===== src/rtl/mmio_uart_tx.sv =====
// Memory-mapped 8N1 UART transmitter with a small TX FIFO.
// Registers: TXDATA, STATUS, BAUDDIV and TXCOUNT at BASE_ADDR..BASE_ADDR+3.
module mmio_uart_tx #(
    parameter logic [29:0] BASE_ADDR   = 30'h0,
    parameter int          FIFO_DEPTH  = 4,
    parameter logic [15:0] DEFAULT_DIV = 16'd868
) (
    input  logic        clk,
    input  logic        rst_n,
    input  logic [29:0] i_mmio_addr,
    input  logic [31:0] i_mmio_data,
    input  logic [3:0]  i_mmio_mask,
    input  logic        i_mmio_wren,
    output logic [31:0] o_mmio_data,
    output logic        o_tx
);

    localparam int PW = (FIFO_DEPTH > 1) ? $clog2(FIFO_DEPTH) : 1;
    localparam int CW = PW + 1;
    localparam logic [CW-1:0] DEPTH_C = CW'(FIFO_DEPTH);

    typedef enum logic [1:0] {
        IDLE,
        START,
        DATA,
        STOP
    } state_e;

    state_e        state_q, state_d;
    logic          tx_q, tx_d;
    logic [7:0]    shift_q, shift_d;
    logic [2:0]    bit_q, bit_d;
    logic [15:0]   timer_q, timer_d;
    logic [PW-1:0] wr_ptr_q, wr_ptr_d;
    logic [PW-1:0] rd_ptr_q, rd_ptr_d;
    logic [CW-1:0] count_q, count_d;
    logic          ovf_q, ovf_d;
    logic [15:0]   div_q, div_d;
    logic [31:0]   txcount_q, txcount_d;
    logic [7:0]    mem_q [FIFO_DEPTH];

    logic [29:0] offset;
    logic        full, empty;
    logic        wr_txdata, wr_status, wr_div, wr_count;
    logic        push, pop, ovf_set, ovf_clr;
    logic        frame_done, tick;
    logic [15:0] eff_div, bit_load;
    logic [31:0] status;
    logic        unused_bits;

    assign unused_bits = ^{i_mmio_data[31:16], i_mmio_mask[3:2]};

    always_comb begin
        offset    = i_mmio_addr - BASE_ADDR;
        full      = (count_q == DEPTH_C);
        empty     = (count_q == '0);
        wr_txdata = i_mmio_wren && (offset == 30'd0);
        wr_status = i_mmio_wren && (offset == 30'd1);
        wr_div    = i_mmio_wren && (offset == 30'd2);
        wr_count  = i_mmio_wren && (offset == 30'd3);
        // Full is judged before this edge's pop, so a push while full drops.
        push      = wr_txdata && i_mmio_mask[0] && !full;
        ovf_set   = wr_txdata && i_mmio_mask[0] && full;
        ovf_clr   = wr_status && i_mmio_mask[0] && i_mmio_data[3];
        eff_div   = (div_q < 16'd2) ? 16'd2 : div_q;
        bit_load  = eff_div - 16'd1;
        tick      = (timer_q == 16'd0);
    end

    always_comb begin
        status = {19'b0, 5'(count_q), 4'b0,
                  ovf_q, empty, full, (state_q != IDLE)};
        o_mmio_data = 32'h0;
        case (offset)
            30'd1:   o_mmio_data = status;
            30'd2:   o_mmio_data = {16'h0, div_q};
            30'd3:   o_mmio_data = txcount_q;
            default: o_mmio_data = 32'h0;
        endcase
    end

    always_comb begin
        state_d    = state_q;
        tx_d       = tx_q;
        shift_d    = shift_q;
        bit_d      = bit_q;
        timer_d    = timer_q;
        pop        = 1'b0;
        frame_done = 1'b0;
        unique case (state_q)
            IDLE: begin
                if (!empty) begin
                    pop     = 1'b1;
                    shift_d = mem_q[rd_ptr_q];
                    state_d = START;
                    tx_d    = 1'b0;
                    timer_d = bit_load;
                end
            end
            START: begin
                if (tick) begin
                    state_d = DATA;
                    tx_d    = shift_q[0];
                    bit_d   = 3'd0;
                    timer_d = bit_load;
                end else begin
                    timer_d = timer_q - 16'd1;
                end
            end
            DATA: begin
                if (tick) begin
                    timer_d = bit_load;
                    if (bit_q == 3'd7) begin
                        state_d = STOP;
                        tx_d    = 1'b1;
                    end else begin
                        shift_d = {1'b0, shift_q[7:1]};
                        tx_d    = shift_q[1];
                        bit_d   = bit_q + 3'd1;
                    end
                end else begin
                    timer_d = timer_q - 16'd1;
                end
            end
            STOP: begin
                if (tick) begin
                    frame_done = 1'b1;
                    // Chain straight into the next start bit when data waits.
                    if (!empty) begin
                        pop     = 1'b1;
                        shift_d = mem_q[rd_ptr_q];
                        state_d = START;
                        tx_d    = 1'b0;
                        timer_d = bit_load;
                    end else begin
                        state_d = IDLE;
                    end
                end else begin
                    timer_d = timer_q - 16'd1;
                end
            end
            default: state_d = IDLE;
        endcase
    end

    always_comb begin
        wr_ptr_d = wr_ptr_q + PW'(push);
        rd_ptr_d = rd_ptr_q + PW'(pop);
        count_d  = count_q + CW'(push) - CW'(pop);

        ovf_d = ovf_q;
        if (ovf_clr) ovf_d = 1'b0;
        if (ovf_set) ovf_d = 1'b1;

        div_d = div_q;
        if (wr_div && i_mmio_mask[0]) div_d[7:0]  = i_mmio_data[7:0];
        if (wr_div && i_mmio_mask[1]) div_d[15:8] = i_mmio_data[15:8];

        txcount_d = txcount_q + 32'(frame_done);
        if (wr_count) txcount_d = 32'h0;
    end

    always_ff @(posedge clk) begin
        if (!rst_n) begin
            state_q   <= IDLE;
            tx_q      <= 1'b1;
            shift_q   <= 8'h0;
            bit_q     <= 3'd0;
            timer_q   <= 16'd0;
            wr_ptr_q  <= '0;
            rd_ptr_q  <= '0;
            count_q   <= '0;
            ovf_q     <= 1'b0;
            div_q     <= DEFAULT_DIV;
            txcount_q <= 32'h0;
        end else begin
            state_q   <= state_d;
            tx_q      <= tx_d;
            shift_q   <= shift_d;
            bit_q     <= bit_d;
            timer_q   <= timer_d;
            wr_ptr_q  <= wr_ptr_d;
            rd_ptr_q  <= rd_ptr_d;
            count_q   <= count_d;
            ovf_q     <= ovf_d;
            div_q     <= div_d;
            txcount_q <= txcount_d;
        end
    end

    always_ff @(posedge clk) begin
        if (push) mem_q[wr_ptr_q] <= i_mmio_data[7:0];
    end

    assign o_tx = tx_q;

endmodule


===== config.mk =====
export PLATFORM = sky130hd
export DESIGN_NAME = mmio_uart_tx
export DESIGN_NICKNAME = d
export VERILOG_FILES = /design/src/rtl/mmio_uart_tx.sv
export SDC_FILE = /design/constraint.sdc
export NUM_CORES = 1
export LEC_CHECK = 0
export CAP_MARGIN = 20
export CORE_AREA = 2 2 151 116
export DETAILED_ROUTE_END_ITERATION = 10
export DIE_AREA = 0 0 153 118
export SETUP_SLACK_MARGIN = 0.02
export SLEW_MARGIN = 20
export SYNTH_ARGS = -nofsm -noshare
export SYNTH_HDL_FRONTEND = slang
export SYNTH_SLANG_ARGS = --single-unit

===== constraint.sdc =====
create_clock -name clk -period 5.6 [get_ports clk]
set_input_delay 1.4 -clock clk [delete_from_list [all_inputs] [get_ports clk]]
set_output_delay 1.4 -clock clk [all_outputs]
set_load 0.01 [all_outputs]

### After elaboration in Yosys (flattened, before gate mapping)

Memory sizes are Yosys's and may differ from the RTL's. A register that Yosys moved wholly into a read port is not among the register bits.
Cells that the tools add are included.
Widths: inputs -> output; s select.

* memories: 1
* bits in registers: 86
* memory bits (writable): 32
* output and inout bits: 33
* word-level logic and storage cells: 101
* input bits: 69

Memory list
* mem_q: depth 4, width 8, read ports 1, clocked after Yosys merged registers in 1, write ports 1, RTL line 40 `logic [7:0] mem_q [FIFO_DEPTH];`

* reduce and logical (&&, ||, !) cells: 26
* multiplexer cells: 38
* eq/ne operators: 14
* $lt $le $gt $ge: 1
* bitwise gates (word level): 1
* add/sub/neg operators: 8

Operators with widths (number)
* $pmux 32 s3: 1
* $mux 16: 4
* $eq 30x2->1 const B: 2
* $pmux 16 s3: 1
* $add 32x1->32: 1
* $mux 8: 4
* $sub 16x1->16 const B: 2
* $eq 30x1->1 const B: 1
* $logic_not 30->1: 1
* $pmux 8 s3: 1
* $logic_not 16->1: 1
* $lt 16x2->1 const B: 1
* $mux 1: 14
* $mux 2: 6
* $ne 2x2->1 const B: 6
* $logic_and 1x1->1: 11
* $mux 3: 3
* $pmux 2 s4: 1
* $reduce_and 4->1: 2
* $eq 3x3->1 const B: 2
* $pmux 3 s2: 1
* $reduce_bool 2->1: 3
* $reduce_and 5->1: 1
* $add 2x1->2: 2
* other kinds (14): 16

### Longest topological paths before layout

* depth in word-level cells: 6
* depth in mapped cells: 16
* mapped depth without buffers: 15

### Least setup slack after synthesis

No wires, ideal clock.

* path kind: input to output
* start: input port i_mmio_addr[0]
* end: output port o_mmio_data[10]
* data required time: 4.200 ns
* data arrival time: 2.702 ns
* path slack: 1.498 ns
* path buffers: 2
* stages: 6
* cells stage by stage: clkbuf_1 buf_1 mux2i_1 nor2_1 a21oi_1 nor2_1

* word-level cells in the longest chain between the ends: 2
* elaborated cells between the ends (all ways): 4

Ends and longest elaborated chain
* start: declaration: RTL line 10 `input logic [29:0] i_mmio_addr,`
* $eq 30x2->1 / $eq 30x1->1 (equally long branches): RTL line 74 `case (offset)`
* $pmux 32 s3 (*): RTL line 74
* end: declaration: RTL line 14 `output logic [31:0] o_mmio_data,`

Mark *: on every way between the ends. The rest lies on a longest branch, timed or not.

### Final worst setup path

* start: input port i_mmio_addr[12]
* end: output port o_mmio_data[30]

Same word-level chain as after synthesis.

==> run metrics <==
FP Rows=41; Placed Cells=991; Hold Fails Final Rpt=0; DRC errors left=0; cell area after layout=roughly 8200 um2; Clock Path Buffers=2; Syn. warnings=0; n_diodes=0; Die Span X=153 um; P_leak=3.00 nW; Sw Ratio=0.225; Max-Cap Viols=0; Setup CP Type=input pin to primary output; root buffer cell=clkbuf_16; critical path required time=4.20 ns; Area after DPL=7540 um2; Skew-Pair Late Insertion Delay=0.42 ns; synthesis-stage register bit count=118; DP Wirelength=11.9 mm; final clock skew=approximately 0.0095 ns; final worst-path cycle share=0.904; CP Launch Type=input pin; clock share of power=0.521; Hold/Removal Path Class=flip-flop to flip-flop; worst vdd ir=roughly 0.20 mV; top post-synthesis cells by area=dfxtp_1 (26%), edfxtp_1 (15%), nor2_1 (6.9%); vias in the first global route=5404; DR pass1 iterations=7; Cell Count, Final, Fillers Out=1023; Pwr Density=269 nW/um2; Die Height=118 um; combinational share of power=0.076; total number of vias=approximately 5600; final setup fails=0; Fmax=197 MHz; final max-slew violation count=0; GRT Total Usage=0.191; Crit Path Max Fanout=11; cts hold-fix bufs=0; slowest CP cell=clkdlybuf4s50_1; layout cells sized above 1=0.0928; crit path DAT=3.66 ns; largest net degree at the start of global routing=43; first-pass GRT wire length=27.9 mm; status=finished clean; Syn Inst Count=719; number of CTS-inserted buffers=17; Distinct cells, synth=74; final net count=881; average vias per placed instance=5.45; clk sink count=around 120; Boundary Pins=102; GP Congestion=~0.86; post-synthesis net count=805; post-CTS setup buffers=0; RSZ-0062 raised after global routing=no; GRT overflow=0; CP peak stage delay=0.59 ns; post-synth top area share=0.265; CTS clock-pin slew for the worst setup and hold paths=0.05 ns; sum of negative setup slack=0 ns; Gates resized, CTS repair=0; Cell Area, Synth=6500 um2; async set-reset flop share out of synthesis=0; Synth Flop Type=dfxtp_1; DR iter-0 viols=309; P_sw=0.000495 W; post-synthesis sequential area ratio=0.412; Rel. slew slack=0.431; CTS tree=yes; WL/cell=16.5 um; Post-synth EDFFs=32; CP endpoint kind=primary output; core area=16600 um2; initial antenna violation count=0; die footprint=between 15000 and 20000 um2; min cycle time layout=5.06 ns; initial cell density of the core=0.393; Routed Wire Length=16.9 mm; largest area contributor in the netlist=dfxtp_1; syn_area_per_cell=9.05 um2; most used cell along the critical path=clkdlybuf4s50_1; Worst Max-Slew Pin Slew=0.854 ns; Internal=0.00170 W; post-route ant nets=0; # port buffers=83; worst-path cell chain=clkdlybuf4s50_1 > nor4_1 > nand4_1 > nor2_1 > nand2_1 > buf_4 > nor3_1 > clkdlybuf4s50_1; number of H-tree levels=4; Sequential Power Share=0.403; Layout Area Growth over Synthesis=25.6%; fillcell total=1518; final hold slack=between 0.5 and 0.6 ns
-- cells by family after synthesis --
group	share of synthesized area
mux	0.0789
simple gates	0.253
fa+ha+maj	0.0339
flops	0.412
buf+inv	0.0337
xor+xnor	0.0687
compound gates	0.120
-- power groups by stage --
stage	sequential (W)	combinational, W	clock, W
floorplan	0.000903	0.0000936	0
global placement	0.000902	0.000162	0
detailed placement	0.000903	0.000166	0
CTS	0.000885	0.000166	0.00116
global route	0.000885	0.000183	0.00120
finish	0.000885	0.000167	0.00115
-- through the flow --
stage | total power [W] | util | setup slack, ns
2_1_floorplan | 0.000996 | - | 1.50
3_3_place_gp | 0.00106 | 0.455 | 0.586
3_5_place_dp | 0.00107 | 0.455 | 0.565
4_1_cts | 0.00221 | 0.493 | 0.548
5_1_grt | 0.00227 | 0.493 | 0.332
6_report | 0.00220 | 0.493 | 0.537
-- worst paths after layout --
path | depth (start not counted) | start | end | slack [ns]
setup / recovery | 8 | i_mmio_addr[12] | o_mmio_data[30] | 0.54
setup reg to reg | 10 | div_q[5] | timer_q[14] | 2.26
hold reg to reg | 2 | shift_q[3] | shift_q[3] | 0.50
hold / removal | 2 | shift_q[3] | shift_q[3] | 0.50
-- state kept, by name (all words and copies together) (netlist names) --
register and cells:
rd_ptr_q 2, ovf_q 1, state_q 2, shift_q 8, div_q 16, txcount_q 32
count_q 3, timer_q 16, mem_q 32, o_tx 1, wr_ptr_q 2, bit_q 3
-- cells in the final DEF (no fill, tap or decap), types with 16 or more instances in the layout --
master / n
inv_1: 18
xnor2_1: 18
a21oi_1: 29
nand2_1: 53
nor2_1: 120
mux2i_1: 31
dfxtp_1: 86
xor2_1: 33
clkdlybuf4s50_1: 83
ha_1: 16
o21ai_0: 31
nand3_1: 30
clkbuf_16: 18
and2_1: 21
edfxtp_1: 32
-- critical path: cells and delay by family --
kind	cells	cell delay, ns
buf+inv	3	1.20
simple gates	5	1.07
-- layout make-up --
| class | count | area (um2) | area share |
|---|---|---|---|
| Inverter | 19 | 71.3 | 0.00873 |
| Multi-Input combinational cell | 546 | 3610 | 0.442 |
| Clock buffer | 21 | 482 | 0.0590 |
| Tap cell | 215 | 269 | 0.0329 |
| Timing Repair Buffer | 93 | 906 | 0.111 |
| Clock inverter | 11 | 148 | 0.0181 |
| Sequential cell | 118 | 2680 | 0.328 |
-- metal layers --
metal / share of wire / track usage
met1: 0.48 / 0.263
met2: 0.44 / 0.291
met3: 0.064 / 0.0552
met4: 0.014 / 0.0550
met5: 0 / 0
-- cell usage after synthesis, drive strengths merged (2+ instances only) --
cell     number
o211ai        2
o31ai         4
ha           16
o21ai        32
or2           4
dfxtp        86
nand2        53
inv          18
a22oi         5
xor2         33
a211oi       11
nor4b         3
mux2          2
mux2i        31
clkbuf       30
a21o          2
nand4        16
mux4          8
and4          3
nor3b         2
a221oi        2
a21oi        30
nor4         21
nand3        30
o21a          2
edfxtp       32
a31oi         6
and3          7
o22ai         6
or4           5
nor2        120
buf           6
nand2b        4
a2bb2oi       2
a41o          2
and2         22
xnor2        18
or3           6
nor3         15
nor2b         6
No activity file was read; power rests on OpenSTA's default activity.
